### config.mk
export PLATFORM = sky130hd
export DESIGN_NAME = commutation_sequencer
export DESIGN_NICKNAME = d
export VERILOG_FILES = /design/src/rtl/commutation_sequencer.sv
export SDC_FILE = /design/constraint.sdc
export NUM_CORES = 1
export LEC_CHECK = 0
export ABC_AREA = 1
export CAP_MARGIN = 20
export CORE_ASPECT_RATIO = 0.5
export CORE_MARGIN = 2
export CORE_UTILIZATION = 40
export CTS_CLUSTER_SIZE = 14
export DETAILED_ROUTE_END_ITERATION = 7
export HOLD_SLACK_MARGIN = 0.08
export PLACE_DENSITY = 0.66
export RECOVER_POWER = 50
export SLEW_MARGIN = 20
export SYNTH_ARGS = -nofsm -noshare
export SYNTH_HDL_FRONTEND = slang
export SYNTH_SLANG_ARGS = --single-unit
### constraint.sdc
create_clock -name clk -period 1.7 [get_ports clk]
set_input_delay 0.34 -clock clk [delete_from_list [all_inputs] [get_ports clk]]
set_output_delay 0.34 -clock clk [all_outputs]
set_load 0.02 [all_outputs]
### src/rtl/commutation_sequencer.sv
// ---------------------------------------------------------------------------
// commutation_sequencer
//
// Purpose: hands switching vectors from the MPC controller to the matrix
// converter's decoder/four_step datapath. Each accepted vector change is
// followed by one full four-step commutation and a minimum dwell before the
// next change is accepted. A clamp (fault) request forces CLAMP and is held
// until cleared. Also generates the step tick and the control interrupt.
//
// Optional feature: define SEQ_INTERRUPT_EN to build the interrupt counter.
// Without it, interrupt is tied low and int_limit is ignored.
//
// Ports:
//   clk, rst          system clock, synchronous active-high reset
//   req_valid/ready   vector request handshake (ready is combinational)
//   req_v, req_dir    requested vector index / per-phase current direction
//   clamp_signal      clamp/fault request (level)
//   clamp_clr         clear latched clamp (only honoured in CLAMP)
//   int_limit         interrupt half-period in ticks
//   v, dir            applied vector / direction
//   tick              one-clk step strobe every TICK_DIV clks
//   busy, clamped     state flags (registered)
//   vec_count         commutations started, wraps
//   interrupt         control-loop interrupt square wave
//
// States:
//   state   | meaning
//   IDLE    | waiting for a request, req_ready may be high
//   COMMUTE | four-step commutation in progress, timer counts ticks
//   DWELL   | holding the vector for the minimum dwell
//   CLAMP   | fault latched, v/dir frozen until clamp_clr
// ---------------------------------------------------------------------------
module commutation_sequencer #(
    parameter int TICK_DIV   = 200,
    parameter int STEP_TICKS = 1,
    parameter int MIN_DWELL  = 8
) (
    input  logic        clk,
    input  logic        rst,
    input  logic        req_valid,
    output logic        req_ready,
    input  logic [4:0]  req_v,
    input  logic [2:0]  req_dir,
    input  logic        clamp_signal,
    input  logic        clamp_clr,
    input  logic [15:0] int_limit,
    output logic [4:0]  v,
    output logic [2:0]  dir,
    output logic        tick,
    output logic        busy,
    output logic        clamped,
    output logic [15:0] vec_count,
    output logic        interrupt
);

    localparam int TDW = (TICK_DIV > 1) ? $clog2(TICK_DIV) : 1;
    localparam logic [TDW-1:0] TDIV_LAST = TDW'(TICK_DIV - 1);
    localparam logic [15:0] COMMUTE_TICKS = 16'(4 * STEP_TICKS);
    localparam logic [15:0] DWELL_TICKS   = 16'(MIN_DWELL);

    typedef enum logic [1:0] {
        S_IDLE    = 2'd0,
        S_COMMUTE = 2'd1,
        S_DWELL   = 2'd2,
        S_CLAMP   = 2'd3
    } state_t;

    state_t         state, state_nxt;
    logic [TDW-1:0] tdiv, tdiv_nxt;
    logic [15:0]    timer, timer_nxt;
    logic [4:0]     v_nxt;
    logic [2:0]     dir_nxt;
    logic [15:0]    count_nxt;

    // Tick divider: free-running; tick is registered so it lines up with
    // tdiv == TICK_DIV-1 without a combinational decode on the output.
    assign tdiv_nxt = (tdiv == TDIV_LAST) ? '0 : tdiv + TDW'(1);

    always_ff @(posedge clk) begin
        if (rst) begin
            tdiv <= '0;
            tick <= 1'b0;
        end else begin
            tdiv <= tdiv_nxt;
            tick <= (tdiv_nxt == TDIV_LAST);
        end
    end

    assign req_ready = (state == S_IDLE) && !clamp_signal;

    always_ff @(posedge clk) begin
        if (rst) begin
            state     <= S_IDLE;
            v         <= '0;
            dir       <= '0;
            timer     <= '0;
            vec_count <= '0;
            busy      <= 1'b0;
            clamped   <= 1'b0;
        end else begin
            state     <= state_nxt;
            v         <= v_nxt;
            dir       <= dir_nxt;
            timer     <= timer_nxt;
            vec_count <= count_nxt;
            busy      <= (state_nxt != S_IDLE);
            clamped   <= (state_nxt == S_CLAMP);
        end
    end

    always_comb begin
        state_nxt = state;
        v_nxt     = v;
        dir_nxt   = dir;
        timer_nxt = timer;
        count_nxt = vec_count;
        if (clamp_signal) begin
            // Clamp wins over everything, including a same-cycle request.
            state_nxt = S_CLAMP;
        end else begin
            case (state)
                S_IDLE: begin
                    // An identical request is acknowledged but starts nothing.
                    if (req_valid && ({req_v, req_dir} != {v, dir})) begin
                        v_nxt     = req_v;
                        dir_nxt   = req_dir;
                        timer_nxt = COMMUTE_TICKS;
                        count_nxt = vec_count + 16'd1;
                        state_nxt = S_COMMUTE;
                    end
                end
                S_COMMUTE: begin
                    if (tick) begin
                        timer_nxt = timer - 16'd1;
                        if (timer == 16'd1) begin
                            if (MIN_DWELL == 0) begin
                                state_nxt = S_IDLE;
                            end else begin
                                timer_nxt = DWELL_TICKS;
                                state_nxt = S_DWELL;
                            end
                        end
                    end
                end
                S_DWELL: begin
                    if (tick) begin
                        timer_nxt = timer - 16'd1;
                        if (timer == 16'd1) begin
                            state_nxt = S_IDLE;
                        end
                    end
                end
                S_CLAMP: begin
                    if (clamp_clr) begin
                        v_nxt     = '0;
                        timer_nxt = '0;
                        state_nxt = S_IDLE;
                    end
                end
                default: state_nxt = S_IDLE;
            endcase
        end
    end

`ifdef SEQ_INTERRUPT_EN
    logic [15:0] icnt;
    logic [16:0] icnt_inc;

    // One extra bit so icnt+1 cannot wrap before the compare.
    assign icnt_inc = {1'b0, icnt} + 17'd1;

    always_ff @(posedge clk) begin
        if (rst) begin
            icnt      <= '0;
            interrupt <= 1'b0;
        end else if (tick) begin
            if (icnt_inc >= {1'b0, int_limit}) begin
                icnt      <= '0;
                interrupt <= ~interrupt;
            end else begin
                icnt <= icnt_inc[15:0];
            end
        end
    end
`else
    logic unused_int_limit;
    assign unused_int_limit = ^int_limit;
    assign interrupt        = 1'b0;
`endif

endmodule
==> results.py, run 1 <==
metrics = {
    "pwr": {
        "power.internal_w": 0.002359,
        "seq_power_share_pct": 39.0,
        "power_density_nw_per_um2": 800.5,
        "clockPowerShare_pct": 33.2,
        "p_comb_share_pct": 27.8,
        "ir_worst_vdd_uv": 397.8,
        "p_switching_w": 0.001059,
        "p_leak_nw": 1.883,
        "p_sw_share_pct": 30.98,
        "finalPower_w": 0.003417,
    },
    "route": {
        "vias": 3368,
        "vias_per_cell": 4.846,
        "drt-total-wl_um": 8007,
        "drc": 0,
        "wl_per_cell_um": 11.52,
        "dr.pass1.iters": 5,
        "drt_iter0_markers": 181,
        "drt.antenna.violating_nets": 0,
    },
    "finish": {
        "final_util_pct": 53.56,
        "final_cells": 695,
        "num_antenna_cells": 0,
        "fin_nets": 617,
        "final_area_um2": 4269,
        "syn_to_final_growth_pct": 30.33,
        "drive_gt1_share_pct": 16.12,
    },
    "sta": {
        "drv_slew": 0,
        "final_hold_viol_count": 0,
        "whs_ns": 0.3341,
        "clock.fmax_ghz": 0.6064,
        "setup_viol": 0,
        "max_slew_margin_pct": 66.10,
        "clock_skew_ns": 0.006713,
        "finalCritPeriodShare_pct": 97.01,
        "worst_slew_pin_slew_ns": 0.5066,
        "period_needed_ns": 1.649,
    },
    "cts": {
        "clkTransAtPathRegs_ns": 0.07,
        "htree_levels": 2,
        "clk_latency_ns": 0.30,
        "cts_sinks": 53,
        "cts_buffers": 5,
        "clockBufferDepth": 2,
        "cts_root_buf": "clkbuf_16",
        "tritoncts": "built",
    },
    "floorplan": {
        "placementRows": 23,
        "die_h_um": 67.99,
        "die_width_um": 132.0,
        "ioPinCount": 58,
        "initial_core_util_pct": 41.09,
        "core-area_um2": 7971,
        "dieArea_um2": 8973,
    },
    "run": {
        "cap_viol_max_count": 0,
    },
    "critical_path": {
        "path_buf_inv": 1,
        "critPathKind": "reg2out",
        "critPathMaxStageDelay_ns": 0.64,
        "cp_slowest_cell": "clkdlybuf4s50_1",
        "path_delay_family": "buffers and inverters",
        "r2r-start": "state[0]",
        "crit_fanout": 3,
        "critPathLaunchType": "flip-flop",
        "worstPathRequired_ns": 1.36,
        "crit_arrival_ns": 1.31,
        "setup.worst_path.end_class": "output pin",
        "crit_chain": "clkdlybuf4s50_1",
        "crit_path_start": "dir[2]",
    },
    "logic_synthesis": {
        "avgSynthCellArea_um2": 6.398,
        "synth.yosys.seq_area_share_pct": 32.39,
        "yosysWarnings": 0,
        "synth_seq_cells": 53,
        "mappedNetlistNets": 546,
        "synth_cells": 512,
        "yosysUniqueCellTypes": 34,
        "synth_area_um2": 3276,
    },
    "place": {
        "io_buffers": 40,
        "placed_cells": 685,
        "hpwl_um": 5710,
        "gp_congestion": 0.8370,
        "place_area_um2": 4041,
    },
    "grt": {
        "grt_pass1_wl_um": 13250,
        "grt_pass1_vias": 2890,
        "grtUsageTotal_pct": 18.25,
        "antenna_found_initial": 0,
        "gr-total-overflow": 0,
        "grt_max_degree": 43,
    },
    "outcome": {
        "outcome": "completed",
    },
    "worst_hold_path": {
        "hold_class": "in2reg",
        "min_from": "rst",
    },
}
[per-stage QoR]
stage | setup TNS [ns] | setup WS, ns
finish | 0 | 0.05084
global route | -0.03135 | -0.01395
CTS | 0 | 0.001756
detailed placement | -9.513 | -0.3341
global placement | -8.542 | -0.3245
floorplan | 0 | 0.1092
[power by group through the flow]
| stage | Clock (W) | Combinational [W] | Sequential, W |
|---|---|---|---|
| 6_report | 0.00113 | 0.000950 | 0.00133 |
| 5_1_grt | 0.00122 | 0.00107 | 0.00134 |
| 4_1_cts | 0.00117 | 0.000901 | 0.00133 |
| 3_5_place_dp | 0 | 0.000895 | 0.00136 |
| 3_3_place_gp | 0 | 0.000886 | 0.00136 |
| 2_1_floorplan | 0 | 0.000585 | 0.00138 |
[sequential cells by signal, indices dropped and copies added (netlist names)]
register	cells
timer	16
tick	1
dir	3
busy	1
vec_count	16
state	2
tdiv	8
v	5
clamped	1
[layout make-up]
| class | count | area [um2] |
|---|---|---|
| Fill cell | 789 | 3702 |
| Sequential cell | 53 | 1064 |
| Timing Repair Buffer | 81 | 709.4 |
| Inverter | 59 | 222.7 |
| Clock inverter | 2 | 35.03 |
| Multi-Input combinational cell | 383 | 1973 |
| Clock buffer | 5 | 125.1 |
| Tap cell | 112 | 140.1 |
[cell usage in the layout (no fill, tap or decap), types with 10 or more instances in the layout]
cell,count
clkbuf_1,12
nand2_2,13
nand2_1,141
xor2_1,15
nor3_1,10
a21oi_1,24
clkdlybuf4s50_1,11
buf_4,33
a21oi_2,13
nor2_1,53
nand4_1,16
inv_1,55
dfxtp_1,51
nand3_1,57
[cells in the mapped netlist, drive strengths merged]
cell / count / share of area [%]
xnor2: 6 / 1.6
o21bai: 2 / 0.46
nand4: 16 / 3.1
nor4: 1 / 0.19
buf: 11 / 2.1
nand2: 157 / 19
nand3b: 3 / 0.69
conb: 1 / 0.11
o221ai: 1 / 0.27
nor2: 59 / 6.9
a21oi: 39 / 7.4
nor3b: 1 / 0.23
xor2: 15 / 4.0
inv: 58 / 6.6
o211ai: 1 / 0.23
nand3: 57 / 8.7
nor3: 11 / 1.7
and3: 1 / 0.19
clkbuf: 6 / 0.69
a21boi: 1 / 0.23
dfxtp: 53 / 32
clkinv: 1 / 0.15
ha: 5 / 1.9
o21ai: 6 / 0.92
[cells by family (layout without fill, tap and decap cells)]
logic type               Yosys count  count (layout)  synth area share [%]
buffers and inverters             76             147                 9.625
flip-flops                        53              53                 32.39
AO/OA/AOI/OAI                     50              50                 9.549
AND/OR/NAND/NOR                  306             306                 40.79
adder cells (fa/ha/maj)            5               5                 1.910
other                              1               1                0.1145
XOR/XNOR                          21              21                 5.615
[routing by layer]
layer	routed length [um]	GRT usage [%]	vias up
li1	-	-	1783
met1	3957	23.63	1509
met2	3609	31.05	66
met3	346	4.074	10
met4	93	5.571	0
met5	0	0	-
[path summary, 6_finish.rpt]
| kind | endpoint | slack, ns | depth (start not counted) |
|---|---|---|---|
| worst min-delay path | tdiv[1] | 0.33 | 2 |
| worst max register to register | timer[2] | 0.12 | 10 |
| worst max-delay path | dir[2] | 0.05 | 1 |
| worst min register to register | dir[1] | 0.48 | 2 |
[timing repair]
action / 4_1_cts / 5_1_grt
hold buffers: 0 / 0
hold endpoints to repair: 0 / 0
setup endpoints to repair: 8 / 41
cloned: 0 / 1
buffers inserted: 0 / 2
pin swaps: 0 / 3
resized for setup: 10 / 42
(Power assumes the default switching activity.)
==> run 2, diff against run 1 <==
SETUP_SLACK_MARGIN = 0.02   (was default)
==> results.py, run 2 (synthesis gave the netlist of run 1 again) <==
metrics = {
    "route": {
        "drt_iter0_markers": 218,
        "drc": 0,
        "vias_per_cell": 4.810,
        "drt-total-wl_um": 8048,
        "drt.antenna.violating_nets": 0,
        "dr.pass1.iters": 4,
        "wl_per_cell_um": 11.58,
        "vias": 3343,
    },
    "grt": {
        "gr-total-overflow": 0,
        "grt_pass1_vias": 2901,
        "grt_pass1_wl_um": 13320,
        "grt_max_degree": 43,
        "antenna_found_initial": 0,
        "grtUsageTotal_pct": 18.35,
    },
    "cts": {
        "htree_levels": 2,
        "clockBufferDepth": 2,
        "cts_sinks": 53,
        "clkTransAtPathRegs_ns": 0.07,
        "tritoncts": "built",
        "cts_buffers": 5,
        "cts_root_buf": "clkbuf_16",
        "clk_latency_ns": 0.29,
    },
    "worst_hold_path": {
        "min_from": "rst",
        "min_path_cells": 2,
        "whs_endpoint": "tdiv[1]",
        "hold_class": "in2reg",
    },
    "critical_path": {
        "crit_fanout": 4,
        "worstPathRequired_ns": 1.36,
        "ff2ff_setup_slack_ns": 0.10,
        "ff2ff_path_depth": 10,
        "setup.worst_path.end_class": "output pin",
        "path_delay_family": "buffers and inverters",
        "r2r-start": "state[1]",
        "crit_chain": "clkdlybuf4s50_1",
        "critPathKind": "reg2out",
        "critPathLaunchType": "flip-flop",
        "path_buf_inv": 1,
        "cp_slowest_cell": "clkdlybuf4s50_1",
        "reg2reg_to": "timer[2]",
        "crit_arrival_ns": 1.29,
        "critPathMaxStageDelay_ns": 0.62,
    },
    "finish": {
        "num_antenna_cells": 0,
        "fill_cells": 778,
        "reg.largest.list": "timer x16, vec_count x16, tdiv x8",
        "final_cells": 695,
        "layout_commonest_cell": "nand2_1",
        "fin_nets": 617,
        "syn_to_final_growth_pct": 31.36,
        "final_cell_mix": "nand2_1 (142), nand3_1 (57), inv_1 (55)",
        "final-seq-area_um2": 1069,
        "multi_input_area_um2": 1989,
        "drive_gt1_share_pct": 16.98,
    },
    "sta": {
        "max_slew_margin_pct": 63.63,
        "period_needed_ns": 1.626,
        "finalCritPeriodShare_pct": 95.63,
        "timing.setup.tns_ns": 0,
        "drv_slew": 0,
        "clock.fmax_ghz": 0.6151,
        "rsz0062_at_grt": "yes",
        "setup_viol": 0,
        "whs_ns": 0.3362,
        "final_hold_viol_count": 0,
        "worst_slew_pin_slew_ns": 0.5435,
        "clock_skew_ns": 0.005680,
    },
    "floorplan": {
        "ioPinCount": 58,
        "die_width_um": 132.0,
        "placementRows": 23,
        "core-area_um2": 7971,
        "die_h_um": 67.99,
        "initial_core_util_pct": 41.09,
        "dieArea_um2": 8973,
    },
    "pwr": {
        "p_leak_nw": 1.915,
        "power_density_nw_per_um2": 797.1,
        "ir_worst_vdd_uv": 396.7,
    },
    "place": {
        "io_buffers": 40,
        "placed_cells": 685,
        "gp_congestion": 0.8370,
        "hpwl_um": 5710,
    },
    "outcome": {
        "outcome": "completed",
    },
    "run": {
        "cap_viol_max_count": 0,
    },
}
-- run 2: cell count changes in the layout (fill, tap and decap cells not counted), moves of 4 or more --
cell,previous run,this run
dfxtp_1,51,47
dlygate4sd2_1,6,10
clkbuf_1,12,8
dfxtp_2,2,6
-- run 2: worst reg2reg max path, delay by kind of cell, from the launching register on --
family / cells / cell delay (ns)
flip-flops: 1 / 0.34
buffers and inverters: 4 / 0.48
AND/OR/NAND/NOR: 3 / 0.21
AO/OA/AOI/OAI: 3 / 0.51
-- run 2: repair_timing --
action,in CTS,in global routing
buffers inserted,0,2
setup endpoints to repair,13,44
hold buffers,0,0
pin swaps,0,4
gates cloned,0,1
resized for setup,16,44
-- run 2: how the worst max path moves through the flow --
stage | startpoint | endpoint | slack, ns | cells after the start
after floorplan | vec_count[0] | vec_count[14] | 0.11 | 7
after global placement | clamp_signal | req_ready | -0.32 | 4
after detailed placement | clamp_signal | req_ready | -0.33 | 4
after CTS | req_v[3] | v[4] | 0.02 | 11
after global routing | state[1] | timer[0] | -0.0008 | 11
final | vec_count[8] | vec_count[8] | 0.07 | 1
-- run 2: metrics by stage --
step	util, %	area, um2	setup WS [ns]	power [W]
floorplan	-	3276	0.1092	0.001963
global placement	50.70	4041	-0.3245	0.002245
detailed placement	50.70	4041	-0.3341	0.002255
CTS	52.83	4212	0.02033	0.003405
global route	53.98	4303	-0.0007838	0.003651
finish	53.98	4303	0.07425	0.003430
-- run 2: final cells by class --
type | count | area share (%)
Timing Repair Buffer | 81 | 16.75
Clock inverter | 2 | 0.8142
Sequential cell | 53 | 24.83
Inverter | 59 | 5.205
Clock buffer | 5 | 2.908
Tap cell | 112 | 3.257
Multi-Input combinational cell | 383 | 46.23
-- run 2: where the power goes --
| group | internal [W] | switching, W | leakage [nW] |
|---|---|---|---|
| sequential | 0.00129 | 0.0000413 | 0.433 |
| clock | 0.000684 | 0.000444 | 0.0797 |
| combinational | 0.000390 | 0.000577 | 1.40 |
| total | 0.00237 | 0.00106 | 1.91 |
-- run 2: metal layers --
layer,global-route usage [%],vias up,wire [um]
met4,5.571,0,62
met1,23.68,1501,4015
met2,31.38,54,3626
met5,0,-,0
met3,4.074,7,344
li1,-,1781,-
==> run 3, diff against run 2 <==
CTS_CLUSTER_SIZE = default   (was 14)
==> results of run 3 <==
No change in the layout: final DEF, timing and power equal those of run 2.
